--- src/rtl/hw2_2_seq.sv ---
`default_nettype none
// +--------------------------------------------------------------------------+
// | hw2_2_seq : program sequencer feeding instruction words and operands to  |
// | the hw2_2 datapath; HW2_2_SEQ_LOOP_EN enables looping runs. Rev 1.0      |
// +--------------------------------------------------------------------------+
module hw2_2_seq #(
    parameter int PDEPTH = 16,
    parameter int ODEPTH = 8
) (
    input  logic       clk,
    input  logic       reset,
    input  logic       prog_we,
    input  logic [3:0] prog_addr,
    input  logic [8:0] prog_data,
    input  logic       op_we,
    input  logic [2:0] op_addr,
    input  logic [7:0] op_data,
    input  logic [4:0] len,
    input  logic       start,
    input  logic       abort,
    output logic [8:0] c,
    output logic [7:0] data_in,
    input  logic [7:0] data_out,
    output logic [7:0] result,
    output logic       result_valid,
    output logic       busy,
    output logic       done
);

    typedef enum logic [1:0] {
        S_IDLE  = 2'd0,
        S_RUN   = 2'd1,
        S_DRAIN = 2'd2,
        S_DONE  = 2'd3
    } state_t;

    localparam logic [8:0] c_NOP = 9'h1f8;

    state_t     state_q, state_d;
    logic [4:0] pc_q, pc_d;
    logic [4:0] len_q, len_d;
    logic [2:0] ptr_q, ptr_d;
    logic [8:0] c_q, c_d;
    logic [7:0] din_q, din_d;
    logic [7:0] result_q, result_d;
    logic [1:0] cap_q, cap_d;
    logic       rv_q, rv_d;
    logic       issue;

    logic [8:0] prog_mem [PDEPTH];
    logic [7:0] op_mem   [ODEPTH];

    logic       w_busy;
    logic       w_len_ok;
    logic       w_mid_run;
    logic [4:0] w_idx;
    logic [2:0] w_base;
    logic [8:0] w_word;
    logic       w_uses;

    assign w_busy    = (state_q == S_RUN) || (state_q == S_DRAIN);
    assign w_len_ok  = (len != 5'd0) && (len <= 5'(PDEPTH));
    // Start and loop-wrap both fetch word 0 with the operand pointer rewound.
    assign w_mid_run = (state_q == S_RUN) && (pc_q != len_q);
    assign w_idx     = w_mid_run ? pc_q : 5'd0;
    assign w_base    = w_mid_run ? ptr_q : 3'd0;
    assign w_word    = prog_mem[w_idx[3:0]];
    assign w_uses    = (w_word[4:3] == 2'b11) || (w_word[6:5] == 2'b11);

    always_ff @(posedge clk) begin
        if (prog_we && !w_busy) prog_mem[prog_addr] <= prog_data;
        if (op_we && !w_busy)   op_mem[op_addr]     <= op_data;
    end

    always_comb begin
        state_d  = state_q;
        pc_d     = pc_q;
        len_d    = len_q;
        ptr_d    = ptr_q;
        c_d      = c_NOP;
        din_d    = 8'h00;
        cap_d    = {cap_q[0], 1'b0};
        result_d = result_q;
        rv_d     = 1'b0;
        issue    = 1'b0;

        // Capture two edges after a dst=11 word was issued.
        if (cap_q[1]) begin
            result_d = data_out;
            rv_d     = 1'b1;
        end

        case (state_q)
            S_IDLE: begin
                if (start && w_len_ok) begin
                    state_d = S_RUN;
                    len_d   = len;
                    issue   = 1'b1;
                end
            end
            S_RUN: begin
                if (abort) begin
                    state_d = S_IDLE;
                end else if (pc_q != len_q) begin
                    issue = 1'b1;
                end else begin
`ifdef HW2_2_SEQ_LOOP_EN
                    if (start) begin
                        issue = 1'b1;
                    end else begin
                        state_d = S_DRAIN;
                        pc_d    = 5'd0;
                    end
`else
                    state_d = S_DRAIN;
                    pc_d    = 5'd0;
`endif
                end
            end
            S_DRAIN: state_d = abort ? S_IDLE : S_DONE;
            S_DONE:  state_d = S_IDLE;
            default: state_d = S_IDLE;
        endcase

        if (abort && w_busy) begin
            cap_d    = 2'b00;
            result_d = result_q;
            rv_d     = 1'b0;
            pc_d     = 5'd0;
            ptr_d    = 3'd0;
        end

        if (issue) begin
            c_d      = w_word;
            din_d    = op_mem[w_base];
            ptr_d    = w_base + {2'b00, w_uses};
            pc_d     = w_idx + 5'd1;
            cap_d[0] = (w_word[8:7] == 2'b11);
        end
    end

    always_ff @(posedge clk or negedge reset) begin
        if (!reset) begin
            state_q  <= S_IDLE;
            pc_q     <= 5'd0;
            len_q    <= 5'd0;
            ptr_q    <= 3'd0;
            c_q      <= c_NOP;
            din_q    <= 8'h00;
            cap_q    <= 2'b00;
            result_q <= 8'h00;
            rv_q     <= 1'b0;
        end else begin
            state_q  <= state_d;
            pc_q     <= pc_d;
            len_q    <= len_d;
            ptr_q    <= ptr_d;
            c_q      <= c_d;
            din_q    <= din_d;
            cap_q    <= cap_d;
            result_q <= result_d;
            rv_q     <= rv_d;
        end
    end

    assign c            = c_q;
    assign data_in      = din_q;
    assign result       = result_q;
    assign result_valid = rv_q;
    assign busy         = w_busy;
    assign done         = (state_q == S_DONE);

endmodule
`default_nettype wire

--- config.mk ---
export PLATFORM = sky130hd
export DESIGN_NAME = hw2_2_seq
export DESIGN_NICKNAME = d
export VERILOG_FILES = /design/src/rtl/hw2_2_seq.sv
export SDC_FILE = /design/constraint.sdc
export NUM_CORES = 1
export LEC_CHECK = 0
export CORE_MARGIN = 4
export CORE_UTILIZATION = 30
export CTS_CLUSTER_DIAMETER = 120
export DETAILED_ROUTE_END_ITERATION = 8
export SLEW_MARGIN = 40
export SYNTH_ARGS = -nofsm -noshare
export SYNTH_HDL_FRONTEND = slang
export SYNTH_SLANG_ARGS = --single-unit
--- constraint.sdc ---
create_clock -name clk -period 4.87 [get_ports clk]
set_input_delay 0.7305 -clock clk [delete_from_list [all_inputs] [get_ports clk]]
set_output_delay 0.7305 -clock clk [all_outputs]
set_load 0.05 [all_outputs]
[After elaboration in Yosys (flattened, before gate mapping)]
Memories as Yosys holds them, arrays and structs flattened.
Cells that the tools add are included.
Cells by class
  add/subtract/negate cells: 2
  magnitude comparators: 1
  eq/ne operators: 11
  muxes and demuxes: 28
  bitwise gates (word level): 1
  reductions and logical operators: 17
Operator list (count)
  two-way mux 5 bit: 6
  equality test 2 bit, second input constant: 5
  two-way mux 1 bit: 10
  two-way mux 2 bit: 5
  two-way mux 3 bit: 3
  two-way mux 9 bit: 1
  two-way mux 8 bit: 1
  case mux 2 bit (4 select lines): 1
  logical AND 1 bit: 6
  AND reduction 2 bit: 3
  adder 5 x 1 -> 5 bit, second input constant: 1
  <= comparator 5 bit, second input constant: 1
  != test 5 bit: 1
  nonzero test 5 bit: 1
  adder 3 x 1 -> 3 bit: 1
  != test 3 x 1 -> 1 bit, second input constant: 1
  != test 3 x 2 -> 1 bit, second input constant: 1
  != test 3 bit, second input constant: 1
  AND reduction 3 bit: 1
  nonzero test 3 bit: 1
  equality test 2 x 1 -> 1 bit, second input constant: 1
  zero test 2 bit: 1
  logical OR 1 bit: 2
  != test 2 bit, second input constant: 1
  other kinds (4): 4
Word-level totals
  register bits: 43
  bits in writable memories: 208
  input bits: 43
  output and inout port bits: 28
  word-level logic and storage cells: 71
  memories kept: 2
Memories
  prog_mem: depth 16, bits a word 9, read ports 1, clocked after Yosys merged registers in 0, write ports 1, line 50  | logic [8:0] prog_mem [PDEPTH];
  op_mem: depth 8, bits a word 8, read ports 1, clocked after Yosys merged registers in 0, write ports 1, line 51  | logic [7:0] op_mem [ODEPTH];

[Longest topological paths before layout]
Gate-level depths: netlist of the first run.
An unclocked memory read counts as a cell.
  depth in word-level cells: 8
  depth in mapped cells: 15
  depth with buffers taken out: 13

[Worst setup path before layout of the first run]
OpenSTA, ideal clock, no wires.
  path type: register to register
  start point: register state_q[0]
  end point: memory prog_mem[1][0], enable pin
  setup time: 0.387 ns
  data arrival time: 2.513 ns
  required time: 4.483 ns
  setup slack: 1.970 ns
  stages on the path, launching flop included: 7
  path buffers: 1
  clock period less this slack: 2.900 ns
  path through: dfrtp_1 -> inv_1 -> ha_1 -> clkbuf_1 -> nand2b_1 -> or3b_2 -> nor3_1
On the way
  word-level cells in the longest chain between the ends: 6
  elaborated cells on any way between the ends: 7
  classes of those cells: eq/ne: 2; mux: 2; reduce/logical: 3
RTL lines
  start: declaration: line 39  | state_t state_q, state_d;
  start signal: assignment: line 154  | state_q <= state_d;
  equality test 2 x 1 -> 1 bit / equality test 2 bit (equally long branches): line 61  | assign w_busy = (state_q == S_RUN) || (state_q == S_DRAIN);
  logical OR 1 bit (*): line 61
  named net busy: line 26  | output logic busy,
  zero test 1 bit (*): line 71  | if (prog_we && !w_busy) prog_mem[prog_addr] <= prog_data;
  logical AND 1 bit (*): line 71
  two-way mux 1 bit (*): line 71
  two-way mux 1 bit (not written as such) (*): line 71
  end: declaration: line 50
The timed path passes the listed nets; every way through them passes the cells marked *.

[Worst setup path after layout of the first run]
  start point: register state_q[1]
  end point: register ptr_q[2]
On the way
  word-level cells in the longest chain between the ends: 8
  elaborated cells on any way between the ends: 16
  classes of those cells: add/sub: 1; eq/ne: 4; mux: 4; reduce/logical: 6; memory: 1
RTL lines
  equality test 2 x 1 -> 1 bit: line 61, 64, 93
  logical AND 1 bit: line 64  | assign w_mid_run = (state_q == S_RUN) && (pc_q != len_q);
  two-way mux 5 bit: line 65  | assign w_idx = w_mid_run ? pc_q : 5'd0;
  memory (16 x 9 bit)
  equality test 2 bit: line 68  | assign w_uses = (w_word[4:3] == 2'b11) || (w_word[6:5] == 2'b11);
  logical OR 1 bit: line 68
  adder 3 x 1 -> 3 bit: line 136  | ptr_d = w_base + {2'b00, w_uses};
  two-way mux 3 bit: line 133  | if (issue) begin
  end signal: assignment: line 157  | ptr_q <= ptr_d;
  end: declaration: line 42  | logic [2:0] ptr_q, ptr_d;
Parallel ways exist; a longest one is shown, timed or not.
A chain may end at the register's enable or synchronous reset.

==> results.md, run 1 <==
* Status: finished, final reports clean
* Syn avg cell area at between 15 and 20 µm²
* Mapped Cells at ~600
* Primary FF master, synth: edfxtp_1
* Initial core utilization at 0.305
* Switch Pwr at approximately 2.1 mW
* Sw Share at 0.327
* EDFF count, synth at around 210
* Synth unique cells at just over 60
* Final setup margin at 1.51 ns
* Final setup TNS at 0 ns
* Register area share after synthesis at 0.717
* R2r setup slk at between 1.5 and 2 ns
* Seq pwr share at 0.407
* Placer's final routability congestion estimate at between 0.8 and 0.9
* RSZ-0062 raised after global routing: no
* Peak VDD IR at between 300 and 400 µV
* Logic pwr share at 0.293
* Critical-path cell list: inv_1, ha_1, and2_1, o21ai_1, buf_4, inv_2, mux2_2, o22ai_1, o2bb2ai_1, o22ai_1, ha_1, ha_1, a221oi_1
* Final min period at roughly 3.4 ns
* Worst Path Arrival at about 3.8 ns
* Layout Skew at ~0.036 ns
* Crit-path max FO at 19
* Clock H-tree levels at 1
* Port bufs at 70
* Top cells by count, synth: edfxtp_1, mux2i_1, dfrtp_1, nand2_1, nor2_1
* Overall Global Routing Usage at 0.122
* Setup Buffers After CTS at 0
* DRT iter0 DRCs at 451
* Static leakage at 4.13 nW
* Relative max-transition margin at 0.491
* # IOs at just over 70
* Reg2reg start: state_q[1]
* Endpoints failing setup at 0
* Reg2Reg Depth at 13
* Placeable Area at between 30000 and 40000 µm²
* Crit. End Element: register
* Die height at 193 µm
* Async SR Flop Fraction at 0.171
* Count leader, synth: edfxtp_1
* Layout cell share with drive strength beyond 1 at 0.192
* Post-DP HPWL at 15.2 mm
* Crit path largest cell delay at ~0.4 ns
* Die width at 193 µm
* Final core utilization at 0.367
* Hold Path Class: primary input to async pin
* Period utilization at 0.690
* Area leader, netlist: edfxtp_1
* Crit path buf inv count at 3
* Worst slew pin tran at 0.764 ns
* CP top delay family: adder cells
* Worst R2R End: ptr_q[2]
* Dpl cells at 1116
* Vias/cell at approximately 5
* CTS Hold Bufs at 0
* Syn-to-layout area delta at 20.5%
* Rows at 67
* Pre-CTS setup slack at approximately 1.4 ns
* Clk_lat worst skew at approximately 0.54 ns
* Synth warnings at 0
* Final #Nets at roughly 750
* Reg clk slew, reported paths at about 0.070 ns
* Max-slew violations at 0
* Setup CP Type: register to register
* Antenna Diode Count at 0
* Clk root buf: clkbuf_16
* Global-route wire length before repair at approximately 34 mm
* CTS max path bufs at 3
* Pwr Total at approximately 6.5 mW
* Final hold violations at 0
* Dominant cells by area after synthesis: edfxtp_1, dfrtp_1, mux4_2
* WP data required at 5.27 ns
* Gr ovfl total at 0
* Final instance area at about 12000 µm²
* Maximum clock frequency at between 200 and 300 MHz
* DRT Wirelength at roughly 23 mm
* CTS Sinks at around 250
* CTS Buf Count at 27
* Maxcap violations at 0
* Wire per inst at 19.7 µm
* Final ANT Viol Nets at 0
* DR vias at around 5700
* Power per cell area at 529 nW/µm²
* DR DRC count at 0
* Post-cts resize count at 0
* Initial antenna violation count at 0
* Yosys reg bits at 251
* Number of global-route vias before repair at between 5000 and 6000
* Syn nets at roughly 670
* Post-synth top area share at 0.611
* Startpoint types: register
* Fill cells at 3129
* Clk pwr share at 0.300
* Cell mode on critical path: ha_1
* Internal Power at between 4 and 5 mW
* CP max stage cell: dfrtp_1
* Die Area at 37100 µm²
* Largest net degree at the start of global routing at 51
* Non-filler instance count after layout at between 1000 and 1500
* CTS tree: built
* DRT Pass-1 Iters at 5
* Hold slack final at roughly 0.2 ns
* Post-Syn Area at between 10000 and 15000 µm²
* Placement Cell Area at approximately 11000 µm²
-- power groups by stage --
| stage | Clock, mW | Combinational [mW] | Sequential [mW] |
|---|---|---|---|
| floorplan | 0 | 1.06 | 2.96 |
| global placement | 0 | 1.89 | 2.70 |
| detailed placement | 0 | 1.90 | 2.70 |
| CTS | 1.99 | 1.91 | 2.66 |
| global route | 2.08 | 2.04 | 2.67 |
| finish | 1.95 | 1.90 | 2.65 |
-- worst max-delay path by stage --
stage,start,to,slack [ns],cells after the start
final,state_q[1],ptr_q[2],1.51,13
after global routing,pc_q[2],ptr_q[2],1.29,13
after CTS,pc_q[2],ptr_q[2],1.44,10
after detailed placement,len[3],data_in[6],1.44,8
after global placement,pc_q[2],ptr_q[2],1.36,10
after floorplan,state_q[0],prog_mem[1][0],1.97,6
-- layout by cell type, fill, tap and decap left out, drive strengths merged, types with 2 or more instances in the layout --
master           n
nor2b           13
clkinv           9
xor2             2
o2bb2ai          3
clkbuf          39
dfstp            6
mux4            18
xnor2            5
nor4             6
o21ai           14
inv             11
a31o             8
buf             15
a21oi           18
o22ai            7
a221oi           5
o32a             3
clkdlybuf4s50   69
ha               8
o221ai           3
nand2b           6
nor3            14
o211ai           6
and3             2
mux2i           39
nand2           34
a211oi          23
bufinv           2
a31oi            2
dfrtp           37
nand3           10
edfxtp         208
mux2            21
a311oi           4
nor2            25
o21a             2
and2             5
or3b             2
-- cell families after synthesis --
kind of cell / Yosys count / synth area share
AO/OA/AOI/OAI: 108 / 0.0795
adder cells (fa/ha/maj): 8 / 0.00980
buffers and inverters: 43 / 0.0208
flip-flops: 251 / 0.717
multiplexers: 78 / 0.101
XOR/XNOR: 7 / 0.0104
AND/OR/NAND/NOR: 122 / 0.0611
-- registers in the layout (all words and copies together) (netlist names) --
name,flops
cap_q,2
len_q,5
op_mem,64
prog_mem,144
pc_q,5
ptr_q,3
data_in,8
result,8
state_q,2
result_valid,1
c,9
-- cell type report --
type | instances | area [µm²] | share of cell area
well taps | 448 | 561 | 0.0455
repair buffers | 85 | 808 | 0.0657
multi-input cells | 323 | 2720 | 0.221
clock buffers | 38 | 727 | 0.0591
inverters | 10 | 37.5 | 0.00305
clock inverters | 12 | 120 | 0.00976
flip-flops and latches | 251 | 7330 | 0.596
-- worst reg2reg max path, stage by stage, from the launching register on --
cell       delay, ns
dfrtp_1         0.40
inv_1           0.12
ha_1            0.40
and2_1          0.18
o21ai_1         0.06
buf_4           0.19
inv_2           0.37
mux2_2          0.40
o22ai_1         0.13
o2bb2ai_1       0.20
o22ai_1         0.13
ha_1            0.20
ha_1            0.21
a221oi_1        0.26
-- per-layer routing --
layer | track usage | share of wire
met1 | 0.173 | 0.45
met5 | 0 | 0
met3 | 0.0244 | 0.066
met2 | 0.192 | 0.47
met4 | 0.0307 | 0.018
(Power assumes the default switching activity.)
==> inputs of run 2 (changes only) <==
- clock period: 4.87 -> 3.15 ns (I/O delays scaled with it)
==> run 2 against run 1 <==
Cell count is 2.8% higher. Fmax is 18% higher. Global-route usage is 0.13 points higher. Core utilization is 0.85 points higher. Clock-buffer cell count is 6 lower. Clock power is 63% higher. Design area is 2.3% higher. Via count is 1.6% higher. Critical path depth is 3 lower. Non-clock buffer count is 34 higher.
==> results.md, run 2 (synthesis results as in run 1) <==
* Status: finished, final reports clean (unchanged)
* Period utilization at 0.908 (was 0.690)
* Number of flip-flops in the largest register at 144 (unchanged)
* Reg clk slew, reported paths at 0.06 ns (was 0.07 ns)
* Layout cell share with drive strength beyond 1 at 0.214 (was 0.192)
* Final ANT Viol Nets at 0 (unchanged)
* Port bufs at 70 (unchanged)
* Crit path largest cell delay at 0.48 ns (was 0.40 ns)
* CTS Sinks at 251 (unchanged)
* Maxcap violations at 0 (unchanged)
* Startpoint types: register (unchanged)
* DRT iter0 DRCs at 419 (was 451)
* Clock H-tree levels at 1 (unchanged)
* Pre-CTS setup slack at 0.298 ns (was 1.44 ns)
* Setup Buffers After CTS at 0 (unchanged)
* Layout Skew at 0.00821 ns (was 0.0360 ns)
* Antenna Diode Count at 0 (unchanged)
* Post-DP HPWL at 15.5 mm (was 15.2 mm)
* Rows at 67 (unchanged)
* Vias/cell at 4.80 (was 4.86)
* Final #Nets at 783 (was 749)
* Power per cell area at 822 nW/µm² (was 529 nW/µm²)
* DR vias at 5762 (was 5674)
* Maximum clock frequency at 350 MHz (was 298 MHz)
* Critical path depth at 10 (was 13)
* Initial antenna violation count at 0 (unchanged)
* Wire per inst at 19.1 µm (was 19.7 µm)
* Met2 wire len at 10.4 mm (was 10.7 mm)
* # IOs at 71 (unchanged)
* Commonest cells after routing, fill and taps aside: edfxtp_1, clkdlybuf4s50_1, buf_4, mux2i_1, dfrtp_1 (was edfxtp_1, clkdlybuf4s50_1, mux2i_1, dfrtp_1, nand2_1)
* Critical-path cell list: buf_4, nor2_1, a2111oi_0, nor3_1, a21oi_1, a32oi_1, o22ai_1, ha_1, ha_1, a221oi_1 (was inv_1, ha_1, and2_1, o21ai_1, buf_4, inv_2, mux2_2, o22ai_1, o2bb2ai_1, o22ai_1, ha_1, ha_1, a221oi_1)
* R2r setup slk at 0.29 ns (was 1.51 ns)
* Clk root buf: clkbuf_16 (unchanged)
* Final setup margin at 0.291 ns (was 1.51 ns)
* Crit. End Element: register (unchanged)
* Non-filler instance count after layout at 1200 (was 1167)
* Worst slew pin tran at 0.857 ns (was 0.764 ns)
* Final min period at 2.86 ns (was 3.36 ns)
* Met3 WL at 1.52 mm (was 1.51 mm)
* Reg2Reg Depth at 10 (was 13)
* Gr ovfl total at 0 (unchanged)
* Die Area at 37100 µm² (unchanged)
* CP max stage cell: nor2_1 (was dfrtp_1)
* Die height at 193 µm (unchanged)
* Largest net degree at the start of global routing at 44 (was 51)
* Top Metal Used: met4 (unchanged)
* Top reg by flops: prog_mem (unchanged)
* Hold Path Class: register to register (was primary input to async pin)
* CTS max path bufs at 3 (unchanged)
* Fill cells at 3172 (was 3129)
* Crit path buf inv count at 1 (was 3)
* Relative max-transition margin at 0.427 (was 0.491)
* Final setup TNS at 0 ns (unchanged)
* Clk_lat worst skew at 0.53 ns (was 0.54 ns)
* Dpl cells at 1150 (was 1116)
* Placer's final routability congestion estimate at 0.827 (was 0.806)
* Final instance area at 12600 µm² (was 12300 µm²)
* Final hold violations at 0 (unchanged)
* Initial core utilization at 0.305 (unchanged)
* Peak VDD IR at 396 µV (was 307 µV)
* Overall Global Routing Usage at 0.123 (was 0.122)
* DR DRC count at 0 (unchanged)
* Cell mode on critical path: ha_1 (unchanged)
* Most common cell after layout, fill and taps aside: edfxtp_1 (unchanged)
* CP top delay family: compound AO/OA/AOI/OAI gates (was adder cells)
* Global-route wire length before repair at 34.9 mm (was 34.3 mm)
* Worst Path Arrival at 3.27 ns (was 3.76 ns)
* Placeable Area at 33500 µm² (unchanged)
* Worst R2R End: ptr_q[2] (unchanged)
* Die width at 193 µm (unchanged)
* CP endpoint: ptr_q[2] (unchanged)
* WP data required at 3.56 ns (was 5.27 ns)
* DRT Wirelength at 22.9 mm (about the same)
* Max-slew violations at 0 (unchanged)
* Reg2reg start: pc_q[1] (was state_q[1])
* Placement Cell Area at 11700 µm² (was 11400 µm²)
* Number of global-route vias before repair at 5728 (was 5628)
* RSZ-0062 raised after global routing: no (unchanged)
* Crit-path max FO at 15 (was 19)
* Static leakage at 4.34 nW (was 4.13 nW)
* Critical Path Start: pc_q[1] (was state_q[1])
* CTS Buf Count at 27 (unchanged)
* Endpoints failing setup at 0 (unchanged)
* DRT Pass-1 Iters at 5 (unchanged)
* CTS tree: built (unchanged)
* Syn-to-layout area delta at 23.3% (was 20.5%)
* Metal-1 WL at 10.4 mm (was 10.3 mm)
* Setup CP Type: register to register (unchanged)
[run 2: metrics by stage]
step	total power, mW	hold slack (ns)	utilization
6_report	10.3	0.448	0.376
5_1_grt	10.8	0.478	0.376
4_1_cts	10.5	0.456	0.376
3_5_place_dp	7.25	0.442	0.348
3_3_place_gp	7.22	0.439	0.348
2_1_floorplan	6.22	0.177	-
[run 2: metal layers]
| metal | vias to the layer above | global-route usage |
|---|---|---|
| met4 | 0 | 0.0381 |
| met1 | 2890 | 0.178 |
| met5 | - | 0 |
| met3 | 36 | 0.0213 |
| met2 | 185 | 0.189 |
| li1 | 2651 | - |
[run 2: worst min path at each step]
stage                  start       end  cells past startpoint
detailed placement  cap_q[0]  cap_q[1]                      1
finish              cap_q[0]  cap_q[1]                      1
floorplan              reset      c[0]                      0
global route        cap_q[0]  cap_q[1]                      1
CTS                 cap_q[0]  cap_q[1]                      1
global placement    cap_q[0]  cap_q[1]                      1
[run 2: final cells by class]
| type | instances | area (µm²) | share of cell area |
|---|---|---|---|
| clock buffers | 32 | 724 | 0.0575 |
| clock inverters | 17 | 184 | 0.0146 |
| inverters | 10 | 37.5 | 0.00298 |
| multi-input cells | 323 | 2680 | 0.212 |
| flip-flops and latches | 251 | 7330 | 0.582 |
| well taps | 448 | 561 | 0.0445 |
| repair buffers | 119 | 1080 | 0.0858 |
[run 2: power breakdown]
part | total (mW) | switching, mW | internal [mW]
clock | 3.18 | 1.28 | 1.90
sequential | 4.07 | 0.156 | 3.92
combinational | 3.10 | 1.90 | 1.20
total | 10.3 | 3.33 | 7.02
[run 2: what timing repair did]
action	CTS	global route
hold endpoints to repair	37	0
hold buffers	1	0
gates resized for setup	0	0
endpoints found under the setup margin	0	0
[run 2: worst register-to-register path, stage by stage (launching register included)]
cell,delay [ns]
dfrtp_1,0.44
buf_4,0.24
nor2_1,0.49
a2111oi_0,0.16
nor3_1,0.20
a21oi_1,0.06
a32oi_1,0.30
o22ai_1,0.17
ha_1,0.21
ha_1,0.20
a221oi_1,0.28
